**src/rtl/cache_arb_pkg.sv**
```systemverilog
// Shared types and constants for the cache/memory line-transfer arbiter.
//   arb_state_e : transfer FSM states
//   owner_e     : grant owner encoding (IC=0, DC=1)
//   BEAT_BYTES  : bytes per memory beat (one DATA_W word)
package cache_arb_pkg;

  typedef enum logic [2:0] {
    S_IDLE,
    S_RD_REQ,
    S_RD_WAIT,
    S_WR_REQ,
    S_DONE
  } arb_state_e;

  typedef enum logic {
    OWN_IC = 1'b0,
    OWN_DC = 1'b1
  } owner_e;

  localparam int unsigned BEAT_BYTES = 4;

endpackage

```
**src/rtl/arb_pick2.sv**
```systemverilog
// Two-way tie-break between icache and dcache requests.
//   req_ic, req_dc : pending requests
//   last_grant     : owner granted most recently
//   winner         : owner to grant (only meaningful when a request is pending)
// Optional macro ARB_DCACHE_PRIO_EN: dcache wins every tie instead of
// alternating with the last grant.
module arb_pick2
  import cache_arb_pkg::*;
(
  input  logic   req_ic,
  input  logic   req_dc,
  input  owner_e last_grant,
  output owner_e winner
);

  always_comb begin
    winner = OWN_IC;
    if (req_ic && req_dc) begin
`ifdef ARB_DCACHE_PRIO_EN
      winner = OWN_DC;
`else
      winner = (last_grant == OWN_IC) ? OWN_DC : OWN_IC;
`endif
    end else if (req_dc) begin
      winner = OWN_DC;
    end
  end

endmodule

```
**src/rtl/cache_mem_arbiter.sv**
```systemverilog
// Arbitrates icache refills and dcache refills/writebacks onto a single
// memory port, one full cache line per grant, one beat outstanding.
//   clk, rst                          : clock, synchronous active-high reset
//   ic_req/ic_addr                    : icache refill request and miss address
//   ic_rvalid/ic_rdata/ic_done        : icache refill data strobe and end pulse
//   dc_req/dc_we/dc_addr/dc_wdata     : dcache request (we=1 writeback)
//   dc_wnext                          : current writeback word consumed
//   dc_rvalid/dc_rdata/dc_done        : dcache refill data strobe and end pulse
//   m_req/m_we/m_addr/m_wdata/m_ready : memory beat request handshake
//   m_rvalid/m_rdata                  : memory read data return
// Optional macro ARB_DCACHE_PRIO_EN: dcache wins every simultaneous request.
module cache_mem_arbiter
  import cache_arb_pkg::*;
#(
  parameter int unsigned LINE_WORDS = 16,
  parameter int unsigned ADDR_W     = 32,
  parameter int unsigned DATA_W     = 32
) (
  input  logic              clk,
  input  logic              rst,
  input  logic              ic_req,
  input  logic [ADDR_W-1:0] ic_addr,
  output logic              ic_rvalid,
  output logic [DATA_W-1:0] ic_rdata,
  output logic              ic_done,
  input  logic              dc_req,
  input  logic              dc_we,
  input  logic [ADDR_W-1:0] dc_addr,
  input  logic [DATA_W-1:0] dc_wdata,
  output logic              dc_wnext,
  output logic              dc_rvalid,
  output logic [DATA_W-1:0] dc_rdata,
  output logic              dc_done,
  output logic              m_req,
  output logic              m_we,
  output logic [ADDR_W-1:0] m_addr,
  output logic [DATA_W-1:0] m_wdata,
  input  logic              m_ready,
  input  logic              m_rvalid,
  input  logic [DATA_W-1:0] m_rdata
);

  localparam int unsigned CNT_W = $clog2(LINE_WORDS);
  localparam int unsigned OFS_W = $clog2(LINE_WORDS * BEAT_BYTES);
  localparam logic [ADDR_W-1:0] BASE_MASK = {ADDR_W{1'b1}} << OFS_W;
  localparam logic [CNT_W-1:0]  LAST_BEAT = CNT_W'(LINE_WORDS - 1);

  arb_state_e        state_q, state_d;
  owner_e            owner_q, owner_d;
  owner_e            last_q,  last_d;
  logic              we_q,    we_d;
  logic [ADDR_W-1:0] base_q,  base_d;
  logic [CNT_W-1:0]  count_q, count_d;
  owner_e            pick;

  arb_pick2 u_pick (
    .req_ic    (ic_req),
    .req_dc    (dc_req),
    .last_grant(last_q),
    .winner    (pick)
  );

  always_comb begin
    state_d = state_q;
    owner_d = owner_q;
    last_d  = last_q;
    we_d    = we_q;
    base_d  = base_q;
    count_d = count_q;
    unique case (state_q)
      S_IDLE: begin
        if (ic_req || dc_req) begin
          owner_d = pick;
          we_d    = (pick == OWN_DC) && dc_we;
          base_d  = ((pick == OWN_DC) ? dc_addr : ic_addr) & BASE_MASK;
          count_d = '0;
          state_d = ((pick == OWN_DC) && dc_we) ? S_WR_REQ : S_RD_REQ;
        end
      end
      S_RD_REQ: begin
        if (m_ready) state_d = S_RD_WAIT;
      end
      S_RD_WAIT: begin
        if (m_rvalid) begin
          count_d = count_q + CNT_W'(1);
          state_d = (count_q == LAST_BEAT) ? S_DONE : S_RD_REQ;
        end
      end
      S_WR_REQ: begin
        if (m_ready) begin
          count_d = count_q + CNT_W'(1);
          if (count_q == LAST_BEAT) state_d = S_DONE;
        end
      end
      S_DONE: begin
        last_d  = owner_q;
        state_d = S_IDLE;
      end
      default: state_d = S_IDLE;
    endcase
  end

  always_ff @(posedge clk) begin
    if (rst) begin
      state_q <= S_IDLE;
      owner_q <= OWN_IC;
      last_q  <= OWN_DC;
      we_q    <= 1'b0;
      base_q  <= '0;
      count_q <= '0;
    end else begin
      state_q <= state_d;
      owner_q <= owner_d;
      last_q  <= last_d;
      we_q    <= we_d;
      base_q  <= base_d;
      count_q <= count_d;
    end
  end

  // Outputs decode the registered state; rst forces them low in the reset
  // cycle so an abandoned transfer cannot emit a beat or forward data.
  logic active, fwd;
  assign active = !rst;
  assign fwd    = active && (state_q == S_RD_WAIT) && m_rvalid;

  always_comb begin
    m_req     = active && ((state_q == S_RD_REQ) || (state_q == S_WR_REQ));
    m_we      = active && (state_q == S_WR_REQ);
    m_addr    = m_req ? (base_q + ADDR_W'(count_q) * ADDR_W'(BEAT_BYTES)) : '0;
    m_wdata   = m_we ? dc_wdata : '0;
    dc_wnext  = m_we && m_ready;
    ic_rvalid = fwd && (owner_q == OWN_IC);
    dc_rvalid = fwd && (owner_q == OWN_DC);
    ic_rdata  = ic_rvalid ? m_rdata : '0;
    dc_rdata  = dc_rvalid ? m_rdata : '0;
    ic_done   = active && (state_q == S_DONE) && (owner_q == OWN_IC);
    dc_done   = active && (state_q == S_DONE) && (owner_q == OWN_DC);
  end

endmodule

```
**config.mk**
```make
export PLATFORM = sky130hd
export DESIGN_NAME = cache_mem_arbiter
export DESIGN_NICKNAME = d
export VERILOG_FILES = /design/src/rtl/cache_arb_pkg.sv /design/src/rtl/arb_pick2.sv /design/src/rtl/cache_mem_arbiter.sv
export SDC_FILE = /design/constraint.sdc
export NUM_CORES = 1
export LEC_CHECK = 0
export ABC_AREA = 1
export CAP_MARGIN = 20
export CORE_MARGIN = 5
export CORE_UTILIZATION = 31
export CTS_CLUSTER_DIAMETER = 200
export CTS_CLUSTER_SIZE = 14
export DETAILED_ROUTE_END_ITERATION = 8
export GPL_TIMING_DRIVEN = 1
export PLACE_DENSITY = 0.79
export SLEW_MARGIN = 30
export SYNTH_ARGS = -nofsm -noshare
export SYNTH_HDL_FRONTEND = slang
export SYNTH_SLANG_ARGS = --single-unit
```
**constraint.sdc**
```tcl
create_clock -name clk -period 1.9 [get_ports clk]
set_clock_uncertainty 0.1 [all_clocks]
set_input_delay 0.38 -clock clk [delete_from_list [all_inputs] [get_ports clk]]
set_output_delay 0.38 -clock clk [all_outputs]
set_load 0.01 [all_outputs]
```
==> results.md, run 1 <==
* Crit path DAT at 1.57 ns
* Flop pwr share at 26.2%
* Crit path max fanout at 8
* Seq cells post-synth at 35
* CTS buffer count at 5
* Switching Fraction at 43.37%
* Internal power at 2.495 mW
* Peak supply drop at 0.0004534 V
* RSZ-0062 raised after global routing: yes
* Vias per cell at 4.613
* Combinational power share at 61.7%
* Worst path required time at 1.42 ns
* Tcrit/Tclk final at 108.1%
* Clk root buf: clkbuf_8
* TNS Setup at -9.792 ns
* Routed length per placed instance at 15.58 µm
* Total of max-cap violations at 0
* Antenna-violating nets left at 0
* Gate Count Post-Synth at 484
* Die W at 105.7 µm
* Gr usage total at 23.41%
* TritonCTS clock tree: yes
* Post-DP HPWL at 9952 µm
* Crit path from: state_q[2]$_SDFFE_PP0P_
* Reg-to-reg slack, setup at 0.26 ns
* Sw power at 1.911 mW
* Leakage at 3.000 nW
* Initial Util at 31.30%
* Hold WC Path Type: input pin to flip-flop
* Origin of the critical flop-to-flop path: state_q[0]$_SDFFE_PP0P_
* CTS H-Tree Depth at 2
* Vias at 4078
* Clk slew on worst S/H paths at 0.07 ns
* Initial antenna violation count at 0
* Clk buf depth at 2
* Yosys warns at 0
* Clk sinks at 35
* Slowest cell on the critical path: dfxtp_4
* Area of the multi-input gates at 1848 µm²
* Fillers at 785
* Final wirelength at 13770 µm
* Area of the core at 9065 µm²
* Setup WS pre-CTS at -0.7011 ns
* Layout cells sized above 1 at 40.49%
* Clk network pwr share at 12.1%
* Crit-path max cell delay at 0.37 ns
* Mapped Avg Cell Area at 5.863 µm²
* CP endpoint kind: output pin
* Sequential cell area at 706.9 µm²
* 1st-pass router iterations at 5
* Overall power at 4.406 mW
* Setup ws final at -0.1546 ns
* WS Path Type: flip-flop to output pin
* Die Span Y at 105.7 µm
* Post-layout net count at 908
* IO buf count at 255
* Synth unique cells at 31
* CTS Hold Bufs at 0
* Fmax at 0.4867 GHz
* Power per Cell Area at 739.8 nW/µm²
* Post-synthesis sequential area ratio at 24.69%
* Die Footprint at 11170 µm²
* Max-slew violation count at 0
* Fin. Hold Viols at 0
* Layout area overhead at 109.9%
* R2R depth at 8
* Failing checks: negative setup slack
* Remaining DRCs at 0
* Vias in the first global route at 4200
* Largest net degree at the start of global routing at 34
* I/O pins at 270
* Clock Latency Late Sink at 0.28 ns
* First-pass GRT wire length at 21400 µm
* R2R Path End: base_q[9]$_SDFFE_PP0P_
* Starting DRT DRC Count at 160
* Crit path capture: dc_rdata[9]
* Post-Syn Area at 2838 µm²
* Setup violations, final at 109
* # diodes at 0
* Worst-path cell chain: inv_4 -> nand2_4 -> nor2_8 -> nand4_4 -> buf_12 -> buf_16 -> nor2_1 -> buf_2
* Status: finished with violations
* Total grt overflow at 0
* Row cnt at 35
* Min Tclk post-route at 2.055 ns
* Routability cong. at 0.8728
* Startpoint types: flip-flop
-- metal layers --
metal	track usage, %	share of wire, %	vias to the layer above	routed length [µm]
met3	6.736	8.9	34	1226
li1	-	-	2008	-
met1	25.53	37	1828	5066
met2	43.31	51	208	7063
met5	0	0	-	0
met4	7.493	3.0	0	417
-- cell type report --
cell class                      instances  share of cell area [%]
Tap cell                              111                   2.332
Inverter                              112                   7.353
Clock buffer                            6                   1.218
Clock inverter                          2                  0.2101
Timing Repair Buffer                  308                   45.65
Timing Repair inverter                  2                  0.3361
Multi-Input combinational cell        308                   31.03
Sequential cell                        35                   11.87
-- power by group through the flow --
| stage | Sequential (mW) | Clock [mW] | Combinational [mW] |
|---|---|---|---|
| 3_3_place_gp | 1.14 | 0 | 2.31 |
| 4_1_cts | 1.15 | 0.553 | 2.52 |
| 2_1_floorplan | 1.10 | 0 | 1.50 |
| 5_1_grt | 1.19 | 0.586 | 2.98 |
| 6_report | 1.15 | 0.535 | 2.72 |
| 3_5_place_dp | 1.15 | 0 | 2.37 |
-- registers in the layout (all words and copies together) (netlist names) --
register,cells
state_q,3
owner_q,1
base_q,26
last_q,1
count_q,4
-- logic make-up after synthesis --
logic type | after synthesis | share of synthesized area [%]
buffers and inverters | 142 | 23.94
adder cells (fa/ha/maj) | 1 | 0.4408
AND/OR/NAND/NOR | 216 | 34.52
AO/OA/AOI/OAI | 88 | 15.96
XOR/XNOR | 1 | 0.3087
flip-flops | 35 | 24.69
other | 1 | 0.1321
-- synth_stat cells, drive strengths merged --
cell / instances / area [µm²]
conb: 1 / 3.750
clkbuf: 1 / 3.750
o21ai: 27 / 135.1
nor2: 152 / 626.9
xnor2: 1 / 8.760
clkinv: 1 / 3.750
nand4: 3 / 48.80
nand3: 13 / 87.59
a31oi: 1 / 6.260
nor3: 3 / 20.02
a21oi: 60 / 311.5
ha: 1 / 12.51
dfxtp: 35 / 700.7
buf: 29 / 252.8
nand2: 45 / 196.4
inv: 111 / 419.2
-- worst max-delay path: cells and delay by family (launching register included) --
kind / cells / cell delay (ns)
DFF: 1 / 0.37
and+or+nand+nor: 4 / 0.40
buffers and inverters: 4 / 0.52
-- cells in the final DEF, fill, tap and decap left out, types with 31 or more instances in the layout --
cell             synthesis  final
clkdlybuf4s50_1          0    120
inv_1                  107    103
buf_2                   13     99
nor2_1                 146     61
nor2_2                   3     57
a21oi_1                 57     57
nand2_1                 40     40
buf_6                    8     38
buf_4                    5     34
dfxtp_1                 35     32
nor2_4                   0     31
-- stage by stage --
step                      instances  util, %  hold WS [ns]  cell area [µm²]
after floorplan                 485        -        0.3724             2841
after global placement          854    61.49        0.3883             5574
after detailed placement        854    61.49        0.3926             5574
after CTS                       881    61.61        0.4035             5585
after global routing            884    65.70        0.3709             5956
final                           884    65.70        0.3709             5956
-- how the worst min path moves through the flow --
stage	from	to	slack, ns	cells after the start
3_3_place_gp	count_q[1]$_SDFFE_PP0P_	count_q[1]$_SDFFE_PP0P_	0.39	2
4_1_cts	count_q[1]$_SDFFE_PP0P_	count_q[1]$_SDFFE_PP0P_	0.40	2
3_5_place_dp	count_q[1]$_SDFFE_PP0P_	count_q[1]$_SDFFE_PP0P_	0.39	2
6_report	rst	count_q[1]$_SDFFE_PP0P_	0.37	3
2_1_floorplan	count_q[1]$_SDFFE_PP0P_	count_q[1]$_SDFFE_PP0P_	0.37	2
5_1_grt	rst	count_q[1]$_SDFFE_PP0P_	0.37	3
-- timing repair --
action                                  4_1_cts  5_1_grt
endpoints found under the setup margin      133      133
pin swaps                                     6        8
cloned                                        6        0
gates resized for setup                     532      195
buffers inserted                             14        6
hold endpoints to repair                      0        0
No activity file was read; power rests on OpenSTA's default activity.
==> run 2, diff against run 1 <==
RECOVER_POWER = 25   (was not set)
==> results.md, run 2 (synthesis gave the netlist of run 1 again) <==
* Biggest regs: base_q x26, count_q x4, state_q x3
* Die Span Y at 105.7 µm (unchanged)
* Post-DP HPWL at 9952 µm (unchanged)
* Peak supply drop at 0.0004526 V (-0.17%)
* HP Start: rst
* Hold Path End: count_q[1]$_SDFFE_PP0P_
* Crit path DAT at 1.57 ns (about the same)
* Largest net degree at the start of global routing at 34 (unchanged)
* Worst path required time at 1.42 ns (about the same)
* Failing checks: negative setup slack
* Final cell count without fillers at 884 (unchanged)
* Hold_ws at 0.3718 ns (+0.0008920 ns)
* IO buf count at 255 (unchanged)
* Fin. Hold Viols at 0 (unchanged)
* Area of the core at 9065 µm² (unchanged)
* Slowest cell on the critical path: dfxtp_4
* Clk slew on worst S/H paths at 0.07 ns (about the same)
* CTS H-Tree Depth at 2 (unchanged)
* Row cnt at 35 (unchanged)
* First-pass GRT wire length at 21400 µm (unchanged)
* Crit-path max cell delay at 0.37 ns (about the same)
* Most frequent cells in the layout: clkdlybuf4s50_1, inv_1, buf_2
* WS Path Type: flip-flop to output pin
* CTS buffer count at 5 (unchanged)
* Vias at 4091 (+0.32%)
* CP endpoint kind: output pin
* Overall power at 4.382 mW (-0.53%)
* Final wirelength at 13800 µm (+0.19%)
* Remaining DRCs at 0 (unchanged)
* Largest Register: base_q
* Placed insts at 854 (unchanged)
* Layout area overhead at 109.3%
* Commonest non-fill, non-tap cell in the layout: clkdlybuf4s50_1
* Vias in the first global route at 4200 (unchanged)
* TNS Setup at -9.827 ns (-0.03478 ns)
* Startpoint types: flip-flop
* Total grt overflow at 0 (unchanged)
* Setup violations, final at 109 (unchanged)
* Max reg flops at 26 (unchanged)
* I/O pins at 270 (unchanged)
* R2R Path End: count_q[0]$_SDFFE_PP0P_
* Min Tclk post-route at 2.054 ns (-0.0004740 ns)
* TritonCTS clock tree: yes
* Die Footprint at 11170 µm² (unchanged)
* CTS Hold Bufs at 0 (unchanged)
* Starting DRT DRC Count at 130 (-19%)
* Crit path max fanout at 33 (+25)
* Setup ws final at -0.1541 ns (+0.0004740 ns)
* Initial Util at 31.30% (unchanged)
* Clock Latency Late Sink at 0.28 ns (about the same)
* Die W at 105.7 µm (unchanged)
* Fmax at 0.4868 GHz (about the same)
* Routed length per placed instance at 15.61 µm (+0.19%)
* # diodes at 0 (unchanged)
* Finished Core Util at 65.52% (-0.18 points)
* Hold Path Depth at 3 (unchanged)
* R2R depth at 11 (+3)
* Status: finished with violations
* RSZ-0062 raised after global routing: yes
* Cell mode on critical path: buf_12
* Clk root buf: clkbuf_8
* Post-layout net count at 908 (unchanged)
* Reg-to-reg slack, setup at 0.12 ns (-0.14 ns)
* Initial antenna violation count at 0 (unchanged)
* Clk sinks at 35 (unchanged)
* Worst-path cell chain: inv_4 -> nand2_4 -> nor2_8 -> buf_12 -> nand4_4 -> buf_12 -> nor2_1 -> buf_2
* Tcrit/Tclk final at 108.1% (about the same)
* Origin of the critical flop-to-flop path: state_q[2]$_SDFFE_PP0P_
* Power per Cell Area at 737.9 nW/µm² (-0.26%)
* Leakage at 2.998 nW (about the same)
* Fillers at 791 (+0.76%)
* Vias per cell at 4.628 (+0.32%)
* Total of max-cap violations at 0 (unchanged)
* 1st-pass router iterations at 5 (unchanged)
* Max-slew violation count at 0 (unchanged)
* Hold WC Path Type: input pin to flip-flop
* Routability cong. at 0.8728 (unchanged)
* Clk buf depth at 2 (unchanged)
* Layout cells sized above 1 at 40.10% (-0.39 points)
* Antenna-violating nets left at 0 (unchanged)
* Gr usage total at 23.41% (unchanged)
==> run 2: layer usage <==
layer | global-route usage, % | vias to the layer above | part of all wire, %
met2 | 43.31 | 207 | 51
met3 | 6.736 | 32 | 8.9
met1 | 25.53 | 1843 | 37
met5 | 0 | - | 0
li1 | - | 2009 | -
met4 | 7.493 | 0 | 3.0
==> run 2: how the worst max path moves through the flow <==
stage / startpoint / end
finish: state_q[2]$_SDFFE_PP0P_ / ic_rdata[25]
CTS: state_q[2]$_SDFFE_PP0P_ / dc_rdata[19]
floorplan: state_q[0]$_SDFFE_PP0P_ / m_addr[10]
global placement: rst / ic_rdata[15]
global route: state_q[2]$_SDFFE_PP0P_ / dc_rdata[29]
detailed placement: rst / dc_rdata[14]
==> run 2: repair_timing <==
item                       CTS  global route
setup endpoints to repair  133           133
buffers inserted            14             6
gates resized for setup    532           195
pin swaps                    6             8
gates cloned                 6             0
==> run 2: power by group <==
| group | internal [mW] | total, mW | switching (mW) |
|---|---|---|---|
| sequential | 0.993 | 1.15 | 0.161 |
| clock | 0.256 | 0.535 | 0.279 |
| combinational | 1.23 | 2.69 | 1.46 |
| total | 2.48 | 4.38 | 1.90 |
==> run 2: worst max-delay path, delay by kind of cell (launching register included) <==
| kind | cells | cell delay, ns |
|---|---|---|
| DFF | 1 | 0.37 |
| buffers and inverters | 4 | 0.53 |
| and+or+nand+nor | 4 | 0.39 |
==> run 2: cell type report <==
class,count,area [µm²],area share [%]
repair buffers,308,2716,45.73
inverters,112,437.9,7.373
clock buffers,6,72.57,1.222
well taps,111,138.9,2.338
repair inverters,2,20.02,0.3371
multi-input cells,308,1834,30.88
clock inverters,2,12.51,0.2107
flip-flops and latches,35,706.9,11.90
==> run 2: stage by stage <==
| step | setup slack, ns | area, µm² |
|---|---|---|
| after floorplan | 0.2174 | 2841 |
| after global placement | -0.6571 | 5574 |
| after detailed placement | -0.7011 | 5574 |
| after CTS | -0.1859 | 5585 |
| after global routing | -0.2187 | 5939 |
| final | -0.1541 | 5939 |
==> run 3, diff against run 2 <==
CELL_PAD_IN_SITES_DETAIL_PLACEMENT = 1   (was not set)
CELL_PAD_IN_SITES_GLOBAL_PLACEMENT = 1   (was not set)
CORE_UTILIZATION = 18   (was 31)
PLACE_DENSITY = 0.76   (was 0.79)
REMOVE_ABC_BUFFERS = 1   (was not set)
clock period = 2.1 ns   (was 1.9 ns; I/O delays follow)
==> results.md, run 3 (synthesis gave the netlist of run 1 again) <==
* Kind of cell adding the most delay to the critical path: buffers and inverters
* Leakage at 2.794 nW (-6.8%)
* Die W at 135.6 µm (+28%)
* Commonest non-fill, non-tap cell in the layout: nor2_1
* # diodes at 0 (unchanged)
* Total of max-cap violations at 0 (unchanged)
* Max reg flops at 26 (unchanged)
* Worst-path cell chain: dlygate4sd2_1 -> buf_4 -> nor2_4 -> inv_4 -> buf_4 -> nor2_1 -> clkdlybuf4s15_1
* WS Path Type: input pin to output pin
* Die Span Y at 135.6 µm (+28%)
* Layout area overhead at 90.87%
* Setup ws final at 0.04460 ns (+0.1987 ns)
* Sequential cell area at 704.4 µm² (-0.35%)
* I/O pins at 270 (unchanged)
* Min Tclk post-route at 2.055 ns
* Buf/Inv on CP at 5 (+1)
* HP Start: count_q[1]$_SDFFE_PP0P_
* Status: finished clean
* Crit path DAT at 1.54 ns (-0.03 ns)
* Gr usage total at 14.02% (-9.4 points)
* Startpoint types: input pin
* Routability cong. at 0.7516 (-14%)
* 1st-pass router iterations at 4 (-1)
* Fin. Hold Viols at 0 (unchanged)
* Vias in the first global route at 3891 (-7.4%)
* CTS buffer count at 5 (unchanged)
* Final cell count without fillers at 972 (+10%)
* TritonCTS clock tree: yes
* Power per Cell Area at 716.0 nW/µm² (-3.0%)
* Die Footprint at 18380 µm² (+65%)
* Final wirelength at 13990 µm (+1.4%)
* Routed length per placed instance at 14.39 µm (-7.8%)
* Clk sinks at 35 (unchanged)
* Placed insts at 963 (+13%)
* Vias per cell at 3.995 (-14%)
* Slowest cell on the critical path: dlygate4sd2_1
* CP endpoint kind: output pin
* Post-layout net count at 892 (-1.8%)
* CTS Hold Bufs at 0 (unchanged)
* Final non-filler cell area at 5416 µm² (-8.8%)
* Cell mode on critical path: buf_4
* First-pass GRT wire length at 20630 µm (-3.6%)
* Overall power at 3.878 mW (-12%)
* Crit-path max cell delay at 0.28 ns (-0.09 ns)
* TNS Setup at 0 ns (+9.827 ns)
* Vias at 3883 (-5.1%)
* Finished Core Util at 34.60% (-31 points)
* Setup violations, final at 0 (-100%)
* Initial Util at 18.13% (-13 points)
* Hold_ws at 0.4101 ns (+0.03835 ns)
* Clk slew on worst S/H paths at 0.05 ns (-0.02 ns)
* Max-slew violation count at 0 (unchanged)
* Worst path required time at 1.58 ns (+0.16 ns)
* Setup WS pre-CTS at -0.5750 ns (+0.1261 ns)
* Hold WC Path Type: flip-flop to flip-flop
* Peak supply drop at 0.0003548 V (-22%)
* Biggest regs: base_q x26, count_q x4, state_q x3
* CTS H-Tree Depth at 2 (unchanged)
* Most frequent cells in the layout: nor2_1, clkdlybuf4s50_1, inv_1
* Crit path from: rst
* Placed inst area at 5773 µm² (+3.6%)
* Layout cells sized above 1 at 24.74% (-15 points)
* Largest net degree at the start of global routing at 34 (unchanged)
* Crit path max fanout at 7 (-79%)
* Starting DRT DRC Count at 78 (-40%)
* IO buf count at 255 (unchanged)
* Clk buf depth at 2 (unchanged)
* Fillers at 2058 (+160%)
* Tcrit/Tclk final at 97.88%
* Origin of the critical flop-to-flop path: state_q[0]$_SDFFE_PP0P_
* Clock Latency Late Sink at 0.27 ns (about the same)
* Antenna-violating nets left at 0 (unchanged)
* Remaining DRCs at 0 (unchanged)
* Clk root buf: clkbuf_16
* Initial antenna violation count at 0 (unchanged)
* Area of the multi-input gates at 1466 µm² (-20%)
* Fmax at 0.4865 GHz
* Post-DP HPWL at 11400 µm (+15%)
* Largest Register: base_q
* Area of the core at 15660 µm² (+73%)
* Total grt overflow at 0 (unchanged)
* Row cnt at 46 (+31%)
==> run 3: timing repair <==
item,CTS,global route
buffers inserted,1,1
pin swaps,1,0
setup endpoints to repair,133,128
resized for setup,212,182
==> run 3: worst paths after layout <==
path / endpoint / slack [ns] / depth (start not counted)
worst max-delay path: m_wdata[16] / 0.04 / 7
worst min-delay path: count_q[1]$_SDFFE_PP0P_ / 0.41 / 2
worst max register to register: base_q[31]$_SDFFE_PP0P_ / 0.49 / 8
worst min register to register: count_q[1]$_SDFFE_PP0P_ / 0.41 / 2
==> run 3: layer usage <==
metal / part of all wire [%] / GRT usage [%] / vias up
li1: - / - / 1972
met1: 40 / 15.13 / 1729
met2: 49 / 26.24 / 169
met3: 10 / 5.052 / 13
met4: 1.4 / 2.856 / 0
met5: 0 / 0 / -
==> run 3: cell type report <==
| type | count | area share, % |
|---|---|---|
| Timing Repair Buffer | 294 | 44.42 |
| Multi-Input combinational cell | 308 | 27.07 |
| Sequential cell | 35 | 13.01 |
| Inverter | 112 | 7.854 |
| Tap cell | 216 | 4.990 |
| Clock buffer | 6 | 2.564 |
| Clock inverter | 1 | 0.09240 |
==> run 3: worst min-delay path: cells and delay by family (launching register included) <==
family,cells,cell delay (ns)
and+or+nand+nor,1,0.08
AOI/OAI and AO/OA,1,0.04
DFF,1,0.34
==> run 3: power by group <==
| group | leakage [nW] | switching, mW | internal [mW] |
|---|---|---|---|
| sequential | 0.291 | 0.131 | 0.900 |
| combinational | 2.43 | 1.15 | 0.962 |
| clock | 0.0727 | 0.272 | 0.463 |
| total | 2.79 | 1.55 | 2.32 |
